File: config.mk
export PLATFORM = sky130hd
export DESIGN_NAME = sorting
export DESIGN_NICKNAME = d
export VERILOG_FILES = /design/src/rtl/sorting_pkg.sv /design/src/rtl/sorting_ram.sv /design/src/rtl/sorting.sv
export SDC_FILE = /design/constraint.sdc
export NUM_CORES = 2
export LEC_CHECK = 0
export BUFFER_PORTS_ARGS = -buffer_cell sky130_fd_sc_hd__buf_2
export CORE_ASPECT_RATIO = 1.5
export CORE_MARGIN = 3
export CORE_UTILIZATION = 45
export CTS_CLUSTER_DIAMETER = 80
export DETAILED_ROUTE_END_ITERATION = 8
export GPL_ROUTABILITY_DRIVEN = 0
export PLACE_DENSITY_LB_ADDON = 0.2
export REMOVE_ABC_BUFFERS = 1
export SYNTH_ARGS = -nofsm -noshare
export SYNTH_HDL_FRONTEND = slang
export SYNTH_SLANG_ARGS = --single-unit
File: constraint.sdc
create_clock -name clk_i -period 24.4 [get_ports clk_i]
set_input_delay 1.22 -clock clk_i [delete_from_list [all_inputs] [get_ports clk_i]]
set_output_delay 1.22 -clock clk_i [all_outputs]
set_load 0.005 [all_outputs]
File: src/rtl/sorting_pkg.sv
// -----------------------------------------------------------------------------
// sorting_pkg
// Shared types for the packet sorter.
//   state_e      : top-level controller state (IDLE, LOAD, SORT, OUT)
//   sort_phase_e : sub-phase of one bubble pass inside SORT
// -----------------------------------------------------------------------------
package sorting_pkg;

    typedef enum logic [1:0] {
        IDLE,
        LOAD,
        SORT,
        OUT
    } state_e;

    // One bubble pass is: SP_START (issue reads of words 0 and 1),
    // SP_STEP x (count-1) (compare/write one word per cycle),
    // SP_LAST (write the value that bubbled to the top of the pass).
    typedef enum logic [1:0] {
        SP_START,
        SP_STEP,
        SP_LAST
    } sort_phase_e;

endpackage : sorting_pkg

File: src/rtl/sorting_ram.sv
// -----------------------------------------------------------------------------
// sorting_ram
// 2^AWIDTH x DWIDTH storage with one write port and two synchronous read
// ports (1-cycle read latency). A read of the address being written in the
// same cycle returns the old contents.
//   clk_i      : clock
//   we_i       : write enable
//   waddr_i    : write address
//   wdata_i    : write data
//   raddr_a_i  : read port A address  -> rdata_a_o one cycle later
//   raddr_b_i  : read port B address  -> rdata_b_o one cycle later
// -----------------------------------------------------------------------------
module sorting_ram #(
    parameter int DWIDTH = 8,
    parameter int AWIDTH = 9
) (
    input  logic              clk_i,
    input  logic              we_i,
    input  logic [AWIDTH-1:0] waddr_i,
    input  logic [DWIDTH-1:0] wdata_i,
    input  logic [AWIDTH-1:0] raddr_a_i,
    output logic [DWIDTH-1:0] rdata_a_o,
    input  logic [AWIDTH-1:0] raddr_b_i,
    output logic [DWIDTH-1:0] rdata_b_o
);

    localparam int DEPTH = 1 << AWIDTH;

    logic [DWIDTH-1:0] mem_q [DEPTH];

    // NOTE: the array has no reset so it maps onto a block RAM; contents
    // survive srst_i and every word is written before it is read back.
    always_ff @(posedge clk_i) begin
        if (we_i) begin
            mem_q[waddr_i] <= wdata_i;
        end
        rdata_a_o <= mem_q[raddr_a_i];
        rdata_b_o <= mem_q[raddr_b_i];
    end

endmodule : sorting_ram

File: src/rtl/sorting.sv
// -----------------------------------------------------------------------------
// sorting
// Streaming packet sorter. Loads one sop/eop-framed packet of up to
// 2^AWIDTH unsigned words, bubble-sorts it in place, then emits it in
// ascending order as one contiguous sop/eop-framed burst.
//   clk_i   : clock, rising edge
//   srst_i  : asynchronous active-low reset
//   data_i  : input word            sop_i/eop_i : packet framing
//   val_i   : input word valid
//   data_o  : sorted output word    sop_o/eop_o : output framing
//   val_o   : output word valid
//   busy_o  : high in SORT and OUT; input is ignored while high
// -----------------------------------------------------------------------------
module sorting
    import sorting_pkg::*;
#(
    parameter int DWIDTH = 8,
    parameter int AWIDTH = 9
) (
    input  logic              clk_i,
    input  logic              srst_i,
    input  logic [DWIDTH-1:0] data_i,
    input  logic              sop_i,
    input  logic              eop_i,
    input  logic              val_i,
    output logic [DWIDTH-1:0] data_o,
    output logic              sop_o,
    output logic              eop_o,
    output logic              val_o,
    output logic              busy_o
);

    localparam int CW = AWIDTH + 1;

    typedef logic [CW-1:0]     cnt_t;
    typedef logic [AWIDTH-1:0] addr_t;
    typedef logic [DWIDTH-1:0] word_t;

    localparam cnt_t C_ONE  = cnt_t'(1);
    localparam cnt_t C_TWO  = cnt_t'(2);
    localparam cnt_t C_FULL = cnt_t'(1 << AWIDTH);

    // Controller state
    state_e      state_q;
    sort_phase_e sph_q;
    cnt_t        count_q;      // words stored in the current packet
    cnt_t        k_q;          // address written by the current sort step
    cnt_t        pass_q;       // completed bubble passes
    word_t       carry_q;      // largest value seen so far in this pass
    logic        swapped_q;    // this pass has moved at least one word
    cnt_t        rd_ptr_q;     // next address read in OUT

    // OUT read pipeline: rd_a holds a valid word when out_pv_q is set
    logic        out_pv_q;
    logic        out_first_q;
    logic        out_last_q;

    // Registered outputs
    word_t       data_o_q;
    logic        sop_o_q;
    logic        eop_o_q;
    logic        val_o_q;

    // RAM interface
    logic        ram_we;
    addr_t       ram_waddr;
    word_t       ram_wdata;
    addr_t       ram_raddr_a;
    addr_t       ram_raddr_b;
    word_t       rd_a;
    word_t       rd_b;

    // Sort datapath
    word_t       cur;
    logic        do_swap;
    cnt_t        k_plus2;
    cnt_t        last_idx;
    cnt_t        step_last;
    cnt_t        pass_next;

    sorting_ram #(
        .DWIDTH (DWIDTH),
        .AWIDTH (AWIDTH)
    ) u_ram (
        .clk_i     (clk_i),
        .we_i      (ram_we),
        .waddr_i   (ram_waddr),
        .wdata_i   (ram_wdata),
        .raddr_a_i (ram_raddr_a),
        .rdata_a_o (rd_a),
        .raddr_b_i (ram_raddr_b),
        .rdata_b_o (rd_b)
    );

    // The sort uses a single write per step: the larger of the pair is
    // carried forward in carry_q instead of being written back, and the
    // smaller is written at address k. This is the same compare/swap
    // sequence as a two-write bubble step, one word per cycle.
    //
    // NOTE: every signal gets a default before the case so no path leaves
    // one unassigned; that is what keeps this block free of latches.
    always_comb begin
        ram_we      = 1'b0;
        ram_waddr   = '0;
        ram_wdata   = data_i;
        ram_raddr_a = '0;
        ram_raddr_b = '0;

        // Step 0 takes mem[0] straight from port B; later steps use the carry.
        cur       = (k_q == '0) ? rd_b : carry_q;
        do_swap   = cur > rd_a;
        k_plus2   = k_q + C_TWO;
        last_idx  = count_q - C_ONE;
        step_last = count_q - C_TWO;
        pass_next = pass_q + C_ONE;

        unique case (state_q)
            IDLE: begin
                if (val_i && sop_i) begin
                    ram_we    = 1'b1;
                    ram_waddr = '0;
                end
            end
            LOAD: begin
                if (val_i) begin
                    if (sop_i) begin
                        ram_we    = 1'b1;
                        ram_waddr = '0;
                    end else if (count_q < C_FULL) begin
                        ram_we    = 1'b1;
                        ram_waddr = count_q[AWIDTH-1:0];
                    end
                end
            end
            SORT: begin
                unique case (sph_q)
                    SP_START: begin
                        ram_raddr_a = addr_t'(1);
                        ram_raddr_b = '0;
                    end
                    SP_STEP: begin
                        ram_we      = 1'b1;
                        ram_waddr   = k_q[AWIDTH-1:0];
                        ram_wdata   = do_swap ? rd_a : cur;
                        // Pre-read the next neighbour; past the end it wraps
                        // to a harmless address that is never used.
                        ram_raddr_a = k_plus2[AWIDTH-1:0];
                    end
                    SP_LAST: begin
                        ram_we    = 1'b1;
                        ram_waddr = last_idx[AWIDTH-1:0];
                        ram_wdata = carry_q;
                    end
                    default: begin
                    end
                endcase
            end
            OUT: begin
                ram_raddr_a = rd_ptr_q[AWIDTH-1:0];
            end
            default: begin
            end
        endcase
    end

    // NOTE: all state below uses non-blocking assignments so every register
    // samples the pre-edge values regardless of statement order.
    always_ff @(posedge clk_i or negedge srst_i) begin
        if (!srst_i) begin
            state_q     <= IDLE;
            sph_q       <= SP_START;
            count_q     <= '0;
            k_q         <= '0;
            pass_q      <= '0;
            carry_q     <= '0;
            swapped_q   <= 1'b0;
            rd_ptr_q    <= '0;
            out_pv_q    <= 1'b0;
            out_first_q <= 1'b0;
            out_last_q  <= 1'b0;
            data_o_q    <= '0;
            sop_o_q     <= 1'b0;
            eop_o_q     <= 1'b0;
            val_o_q     <= 1'b0;
        end else begin
            unique case (state_q)
                IDLE: begin
                    sph_q  <= SP_START;
                    pass_q <= '0;
                    if (val_i && sop_i) begin
                        count_q <= C_ONE;
                        state_q <= eop_i ? SORT : LOAD;
                    end
                end

                LOAD: begin
                    sph_q  <= SP_START;
                    pass_q <= '0;
                    if (val_i) begin
                        if (sop_i) begin
                            count_q <= C_ONE;
                        end else if (count_q < C_FULL) begin
                            count_q <= count_q + C_ONE;
                        end
                        // Overflow words are dropped but eop still ends it.
                        if (eop_i) begin
                            state_q <= SORT;
                        end
                    end
                end

                SORT: begin
                    unique case (sph_q)
                        SP_START: begin
                            if (count_q < C_TWO) begin
                                state_q  <= OUT;
                                rd_ptr_q <= '0;
                                out_pv_q <= 1'b0;
                            end else begin
                                k_q       <= '0;
                                swapped_q <= 1'b0;
                                sph_q     <= SP_STEP;
                            end
                        end
                        SP_STEP: begin
                            carry_q <= do_swap ? cur : rd_a;
                            if (do_swap) begin
                                swapped_q <= 1'b1;
                            end
                            if (k_q == step_last) begin
                                sph_q <= SP_LAST;
                            end else begin
                                k_q <= k_q + C_ONE;
                            end
                        end
                        SP_LAST: begin
                            pass_q <= pass_next;
                            if (!swapped_q || pass_next == last_idx) begin
                                state_q  <= OUT;
                                rd_ptr_q <= '0;
                                out_pv_q <= 1'b0;
                            end else begin
                                sph_q <= SP_START;
                            end
                        end
                        default: begin
                            sph_q <= SP_START;
                        end
                    endcase
                end

                OUT: begin
                    // Issue one read per cycle; the word reaches data_o two
                    // cycles after its address, so the burst is gap-free.
                    if (rd_ptr_q < count_q) begin
                        rd_ptr_q    <= rd_ptr_q + C_ONE;
                        out_pv_q    <= 1'b1;
                        out_first_q <= (rd_ptr_q == '0);
                        out_last_q  <= (rd_ptr_q == last_idx);
                    end else begin
                        out_pv_q <= 1'b0;
                    end

                    if (out_pv_q) begin
                        val_o_q  <= 1'b1;
                        data_o_q <= rd_a;
                        sop_o_q  <= out_first_q;
                        eop_o_q  <= out_last_q;
                    end else if (val_o_q && eop_o_q) begin
                        // Last word has been on the bus for one cycle.
                        val_o_q <= 1'b0;
                        sop_o_q <= 1'b0;
                        eop_o_q <= 1'b0;
                        state_q <= IDLE;
                    end
                end

                default: begin
                    state_q <= IDLE;
                end
            endcase
        end
    end

    assign data_o = data_o_q;
    assign sop_o  = sop_o_q;
    assign eop_o  = eop_o_q;
    assign val_o  = val_o_q;
    assign busy_o = (state_q == SORT) || (state_q == OUT);

endmodule : sorting

==> Yosys cells after proc, flatten, opt, wreduce, memory -nomap -nowiden <==
Memory sizes are Yosys's and may differ from the RTL's. A register that Yosys moved wholly into a read port is not among the register bits.
Cells that the tools add are included.
Widths: inputs -> output; s select.
{ "totals": {"ff_bits": 67, "ramBits": 4096, "output_inout_bits": 12, "wordCells": 142, "memories": 1} }
{ "classes": {"add_sub_neg": 7, "order_cmp": 4, "eq_ne": 25, "mux": 62, "reduce_logical": 28} }
{ "mem_list": {"columns": ["memory", "depth", "word_bits", "read_ports", "rd_ports_with_merged_regs", "write_ports", "line", "text"], "rows": [
  ["u_ram.mem_q", 512, 8, 2, 2, 1, "sorting_ram.sv:29", "logic [DWIDTH-1:0] mem_q [DEPTH];"]
]} }
{ "ops": {"columns": ["operator", "n"], "rows": [
  ["$mux 10", 10],
  ["$pmux 10 s2", 5],
  ["$pmux 9 s2", 4],
  ["$add 10x1->10 const B", 4],
  ["$mux 8", 4],
  ["$eq 10x10->1", 3],
  ["$mux 9", 3],
  ["$mux 2", 11],
  ["$logic_not 10->1", 2],
  ["$reduce_and 4->1", 5],
  ["$ne 2x2->1 const B", 9],
  ["$ne 3x3->1 const B", 6],
  ["$mux 1", 16],
  ["$pmux 8 s2", 1],
  ["$lt 10x10->1", 1],
  ["$lt 10x10->1 const B", 1],
  ["$lt 10x2->1 const B", 1],
  ["$reduce_and 2->1", 5],
  ["$reduce_bool 2->1", 5],
  ["$sub 10x1->10 const B", 1],
  ["$sub 10x2->10 const B", 1],
  ["$add 9x2->9 const B", 1],
  ["$gt 8x8->1", 1],
  ["$pmux 2 s2", 2],
  ["other kinds (15)", 24]
]} }

==> Longest topological paths before layout <==
{ "depth": {"word_depth": 7, "ltp_mapped": 19} }

==> By module <==
A second synthesis with hierarchy kept.
{ "hier_totals": {"hier_cells": 12156, "hier_area_um2": 201241.8} }
{ "modules_own_cells": {"columns": ["mod", "n_inst", "cells_per_inst", "area_each_um2", "seq_area_each_um2"], "rows": [
  ["sorting_ram", 1, 11451, 195680.2, 123318.3],
  ["sorting", 1, 705, 5561.6, 1676.6]
]} }

==> Worst setup path after synthesis <==
Ideal clock, no wire load.
{ "synth_path": {"kind": "register -> register", "startpoint": "register k_q[6]", "endpoint": "memory u_ram.mem_q[0][0] (data pin)", "arrival_time_ns": 22.797, "required_time_ns": 20.232, "path_slack_ns": -2.566, "stages_incl_launch_ff": 17, "n_path_buf": 2, "period_less_slack_ns": 26.966, "cell_sequence": "dfrtp_1 -> clkbuf_1 -> nor4_1 -> nand4b_1 -> mux2_2 -> ha_1 -> nor2b_1 -> o21a_1 -> o21ai_0 -> nand2b_1 -> a21oi_1 -> o21ai_0 -> o31a_1 -> clkbuf_1 -> mux2_2 -> a22oi_1 -> o21ai_0"} }
{ "synth_via": {"elab_chain_len": 6} }
{ "synth_lines": {"columns": ["item", "line", "text"], "rows": [
  ["from (decl)", "sorting.sv:47", "cnt_t k_q;"],
  ["from (signal assigned)", "sorting.sv:233", "k_q <= k_q + C_ONE;"],
  ["$logic_not 10->1 (*)", "sorting.sv:110", "cur = (k_q == '0) ? rd_b : carry_q;"],
  ["$mux 8 (*)", "sorting.sv:110", null],
  ["$gt 8x8->1", "sorting.sv:111", "do_swap = cur > rd_a;"],
  ["$mux 8 (*)", "sorting.sv:144", "ram_wdata = do_swap ? rd_a : cur;"],
  ["$pmux 8 s2 (*)", "sorting.sv:136", "unique case (sph_q)"],
  ["$mux 8 (*)", "sorting.sv:117", "unique case (state_q)"],
  ["named net ram_wdata[0]", "sorting.sv:67", "word_t ram_wdata;"],
  ["to (decl)", "sorting_ram.sv:29", null]
]} }
The timed path passes the listed nets; every way through them passes the cells marked *.

==> Worst setup path in the final report <==
{ "layout_path": {"startpoint": "register state_q[0]", "endpoint": "register u_ram.rdata_a_o[1] (read register of u_ram.mem_q)"} }
{ "layout_via": {"elab_chain_len": 2, "elab_cells_between_ends": 3} }
{ "layout_lines": {"columns": ["item", "line", "text"], "rows": [
  ["from (decl)", "sorting.sv:44", "state_e state_q;"],
  ["from (signal assigned)", "sorting.sv:192", "state_q <= eop_i ? SORT : LOAD;"],
  ["$eq 2x2->1", "sorting.sv:117", null],
  ["$pmux 9 s2 (*)", "sorting.sv:117", null],
  ["to (decl)", "sorting_ram.sv:22", "output logic [DWIDTH-1:0] rdata_a_o,"]
]} }
Every way passes the cells marked *; elsewhere a longest branch is shown, timed or not.
A chain may end at the register's enable or synchronous reset.

==> results by stage <==
Route:
- In the routed layout, each cell is associated on average with a via count of 6.15.
- The wire length on met1 is around 200000 um.
- In the routed design, unresolved DRC markers number 0.
- The average wire per cell in the routed design is 31.3 um.
- The routed design uses around 55000 um of met3 wire.
- The detail route stage leaves a number of antenna-violating nets equal to 0.
- The total wire length after detailed routing is 579000 um.
- In the detailed route, the total length drawn on met2 is 274000 um.
- For this block, the initial DRC count from the detailed router was 15100.
- Routed signal wires occupy layers up through met5.
- Detailed routing inserted a total of around 110k vias.
- The first detailed-routing pass ran for 8 iterations.

STA:
- The final critical-path required period is slightly below 9 ns.
- Setup violations remaining at the end of the flow were counted as 0.
- The worst-case clock skew is 0.0791 ns.
- The peak clock frequency supported by timing is 0.115 GHz.
- The portion of the clock cycle consumed by the worst path in the final layout is 35.6%.
- Setup repair after global routing left no endpoint under its margin.
- The total negative slack for setup checks is 0 ns.
- The total count of hold-check failures in the final report is 0.
- The worst relative slew slack is -6.06%.
- The worst-margin pin slew is 1.58 ns.
- The final number of max-transition violations was 12.

Die:
- The die height is 757 um.
- The number of ports placed on the die boundary is 25.
- The standard-cell row count is 275.
- The core area is around 370000 um^2.
- The starting utilization of the core area is between 40 and 50%.
- The die covers 384000 um^2.
- The die is 507 um wide.

Setup path:
- The kind of critical path is flip-flop to flip-flop.
- The worst register-to-register path begins at state_q[0]$_DFFE_PN0P_.
- The kind of capture point of the worst setup path is a flip-flop.
- The first element of the critical path is state_q[0]$_DFFE_PN0P_.
- The setup check on the worst reg-to-reg path leaves a slack of approximately 16 ns.
- In this run the worst setup path terminates at u_ram.rdata_a_o[1]$_DFF_P_.
- STA classifies the critical path startpoint as a flip-flop.
- Of all nets on the critical path, the largest fanout is 133.
- Data on the critical path arrives at its endpoint at 9.55 ns.
- The worst register-to-register path has a depth of 17.
- Data on the critical path is required at its endpoint by 25.27 ns.
- The worst register-to-register path ends at u_ram.rdata_a_o[1]$_DFF_P_.

Synthesis:
- The cell area after technology mapping is 169000 um^2.
- The synthesized design contains 4096 enable-type register cells.
- The most common flop cell mapped by yosys is edfxtp_1.
- The share of Yosys cell area claimed by the top area cell type is 72.6%.
- For this run, the number of Yosys warnings is 0.
- Synthesis handed over a netlist of 13400 instances.
- Counting flops with an async set or reset pin after synthesis yields a share of 1.60%.
- The post-synthesis cell type with the largest combined area is edfxtp_1.
- The synthesized area per cell is ~13 um^2.
- In the post-synthesis netlist, the biggest area contributors are edfxtp_1 73%, nand2_1 8.9%, nand3_1 3.9%, and3_1 1.8%, a31oi_1 1.6%.
- Yosys mapped the design onto 89 distinct sky130hd cell types.
- Sorting the synthesized cells by how often they occur yields 4096 x edfxtp_1, 4039 x nand2_1, 1307 x nand3_1.
- The most repeated cell in the gate-level netlist after synthesis is edfxtp_1.
- The portion of the post-synthesis area used by sequential elements is 73.8%.
- The flip-flop and latch count after synthesis is 4179.

CTS:
- Counting the buffers created by CTS gives 380.
- The insertion delay to the later sink of the worst-skew pair is 0.97 ns.
- The number of setup buffers added after CTS is 0.
- The clock-pin slew on the worst setup and hold paths is approximately 0.07 ns.
- The root buffer selected by CTS is clkbuf_16.
- The depth of the CTS H-tree is 5.
- The clock passes through at most 4 buffers.
- Gates resized during post-CTS repair numbered 0.
- In this run, post-CTS hold repair placed 0 buffers.
- The CTS tree is done.
- The TritonCTS sink count is 4179.

Layout:
- The final design area excluding fillers is between 150000 and 200000 um^2.
- The count of cells in the finished layout, fillers not included, comes to roughly 18000.
- The area growth from synthesis to layout is 10.4%.
- The filler cells instantiated in the layout total around 32000.
- The total number of nets in the final design is 13200.
- Of the cells placed in the final design, the portion with a size suffix greater than 1 is slightly above 7%.

Global route:
- The global-route congestion overflow total is 0.
- The first-pass GRT wire length is between 800000 and 900000 um.
- The number of global-route vias before repair is 107000.
- Entering global routing, the biggest net connects just under 200 pins.
- The total track usage is 29.3%.
- The initial antenna violation count is 59.

Power:
- The internal cell power is 12.9 mW.
- The part of the power in the clock network is 31.0%.
- Of the total power, registers draw 41.7%.
- For this design the ratio of total power to cell area is around 100 nW/um^2.
- The switching part of the total power is 34.1%.
- For this design the total switching power over the nets is 6.69 mW.
- Across the VDD grid, the largest voltage drop is 0.132 mV.
- The combinational cell fraction of total power is 27.2%.
- Summing internal, switching and leakage power gives 19.6 mW.
- For this design the static power due to leakage is 62.9 nW.

Placed design:
- The post-placement cell count is about 18000.
- The detailed-placement wirelength estimate is 355000 um.
- During placement, the flow inserted port buffers numbering 24.
- The total cell area at the placement stage is ~170000 um^2.

Run status:
- The flow ran to the end, but the final reports show violations.
- The final reports fail on max-capacitance violations, max-slew violations.

Flow run:
- The tool flagged a number of max-cap violations equal to 3.

Worst hold path:
- The path class of the tightest hold or removal check is primary input to async pin.
## critical path, cell delays in order (launching register included)
cell and delay (ns):
dfrtp_1 0.42, inv_1 0.11, ha_1 0.15, buf_4 0.23
nand3_4 0.54, buf_4 0.48, nand2_4 0.64, buf_12 0.45
buf_4 0.73, buf_4 0.72, a211oi_1 0.20, a311oi_1 0.36
a31oi_1 0.13, a2111oi_0 1.04, and3_1 0.37, nand4_1 0.86
and3_1 0.60, a31oi_1 0.16
## metrics by stage
stage,hold slack [ns],setup slack (ns),util [%]
after floorplan,0.348,-14.27,-
after global placement,0.364,15.10,46.6
after detailed placement,0.362,16.15,46.6
after CTS,0.362,16.11,49.9
after global routing,0.401,15.70,49.9
final,0.381,15.72,49.9
## routing by layer
| layer | vias up | GRT usage (%) |
|---|---|---|
| met3 | 1348 | 5.72 |
| met5 | - | 0 |
| met1 | 57200 | 35.6 |
| met4 | 22 | 20.3 |
| li1 | 48600 | - |
| met2 | 6470 | 47.4 |
## layout make-up
| class | count | area, um^2 | share of cell area (%) |
|---|---|---|---|
| antenna | 74 | 185 | 0.0990 |
| clock buffer | 463 | 10000 | 5.35 |
| clock inverter | 224 | 2320 | 1.24 |
| inverter | 40 | 150 | 0.0803 |
| multi-input combinational | 8226 | 40500 | 21.7 |
| sequential | 4179 | 125000 | 66.8 |
| tap | 4986 | 6240 | 3.34 |
| timing repair buffer | 296 | 2610 | 1.40 |
## worst min path at each step
stage,from,end,cells after the start,slack (ns)
2_1_floorplan,u_ram.mem_q[0][0]$_DFFE_PP_,u_ram.rdata_b_o[0]$_DFF_P_,0,0.35
3_3_place_gp,u_ram.mem_q[0][5]$_DFFE_PP_,u_ram.rdata_b_o[5]$_DFF_P_,0,0.36
3_5_place_dp,u_ram.mem_q[0][7]$_DFFE_PP_,u_ram.rdata_b_o[7]$_DFF_P_,0,0.36
4_1_cts,srst_i,carry_q[0]$_DFFE_PN0P_,1,0.36
5_1_grt,u_ram.mem_q[0][7]$_DFFE_PP_,u_ram.rdata_b_o[7]$_DFF_P_,0,0.40
6_report,srst_i,data_o[0]$_DFFE_PN0P_,1,0.38
## layout by cell type, fill, tap and decap left out, types with 39 or more instances in the layout
cell / instances
nor2_1: 566
inv_1: 40
clkbuf_16: 386
bufinv_16: 44
a31oi_1: 432
nand4_1: 45
and3_1: 500
clkinv_2: 79
nand3_1: 1303
diode_2: 74
clkbuf_1: 72
o22ai_1: 100
nand2_1: 4018
a211oi_1: 148
a22oi_1: 39
o21ai_0: 77
a311oi_1: 266
edfxtp_1: 4096
a21oi_1: 209
dfrtp_1: 67
clkinv_1: 73
buf_4: 232
## sequential cells by signal (all words and copies together) (netlist names), 2 cells and up
name,cells
carry_q,8
count_q,10
data_o,8
k_q,10
pass_q,10
rd_ptr_q,10
sph_q,2
state_q,2
u_ram.mem_q,4096
u_ram.rdata_a_o,8
u_ram.rdata_b_o,8
## power by group through the flow
stage	sequential [mW]	combinational [mW]	clock, mW
floorplan	8.71	7.17	0
global placement	8.32	5.17	0
detailed placement	8.32	5.26	0
CTS	8.17	5.28	6.11
global route	8.17	5.74	6.39
finish	8.18	5.33	6.08
## cell families (layout without fill, tap and decap cells)
| logic type | count (synthesis) | in the layout | share of synthesized area, % |
|---|---|---|---|
| AO/OA/AOI/OAI | 1460 | 1460 | 5.96 |
| XOR/XNOR | 52 | 52 | 0.284 |
| adder cells (fa/ha/maj) | 36 | 36 | 0.266 |
| buffers and inverters | 975 | 1023 | 2.57 |
| flip-flops | 4179 | 4179 | 73.8 |
| multiplexers | 67 | 67 | 0.479 |
| other | 0 | 74 | 0 |
| AND/OR/NAND/NOR | 6611 | 6611 | 16.7 |
Note: power is estimated with default switching activity, not from simulation.
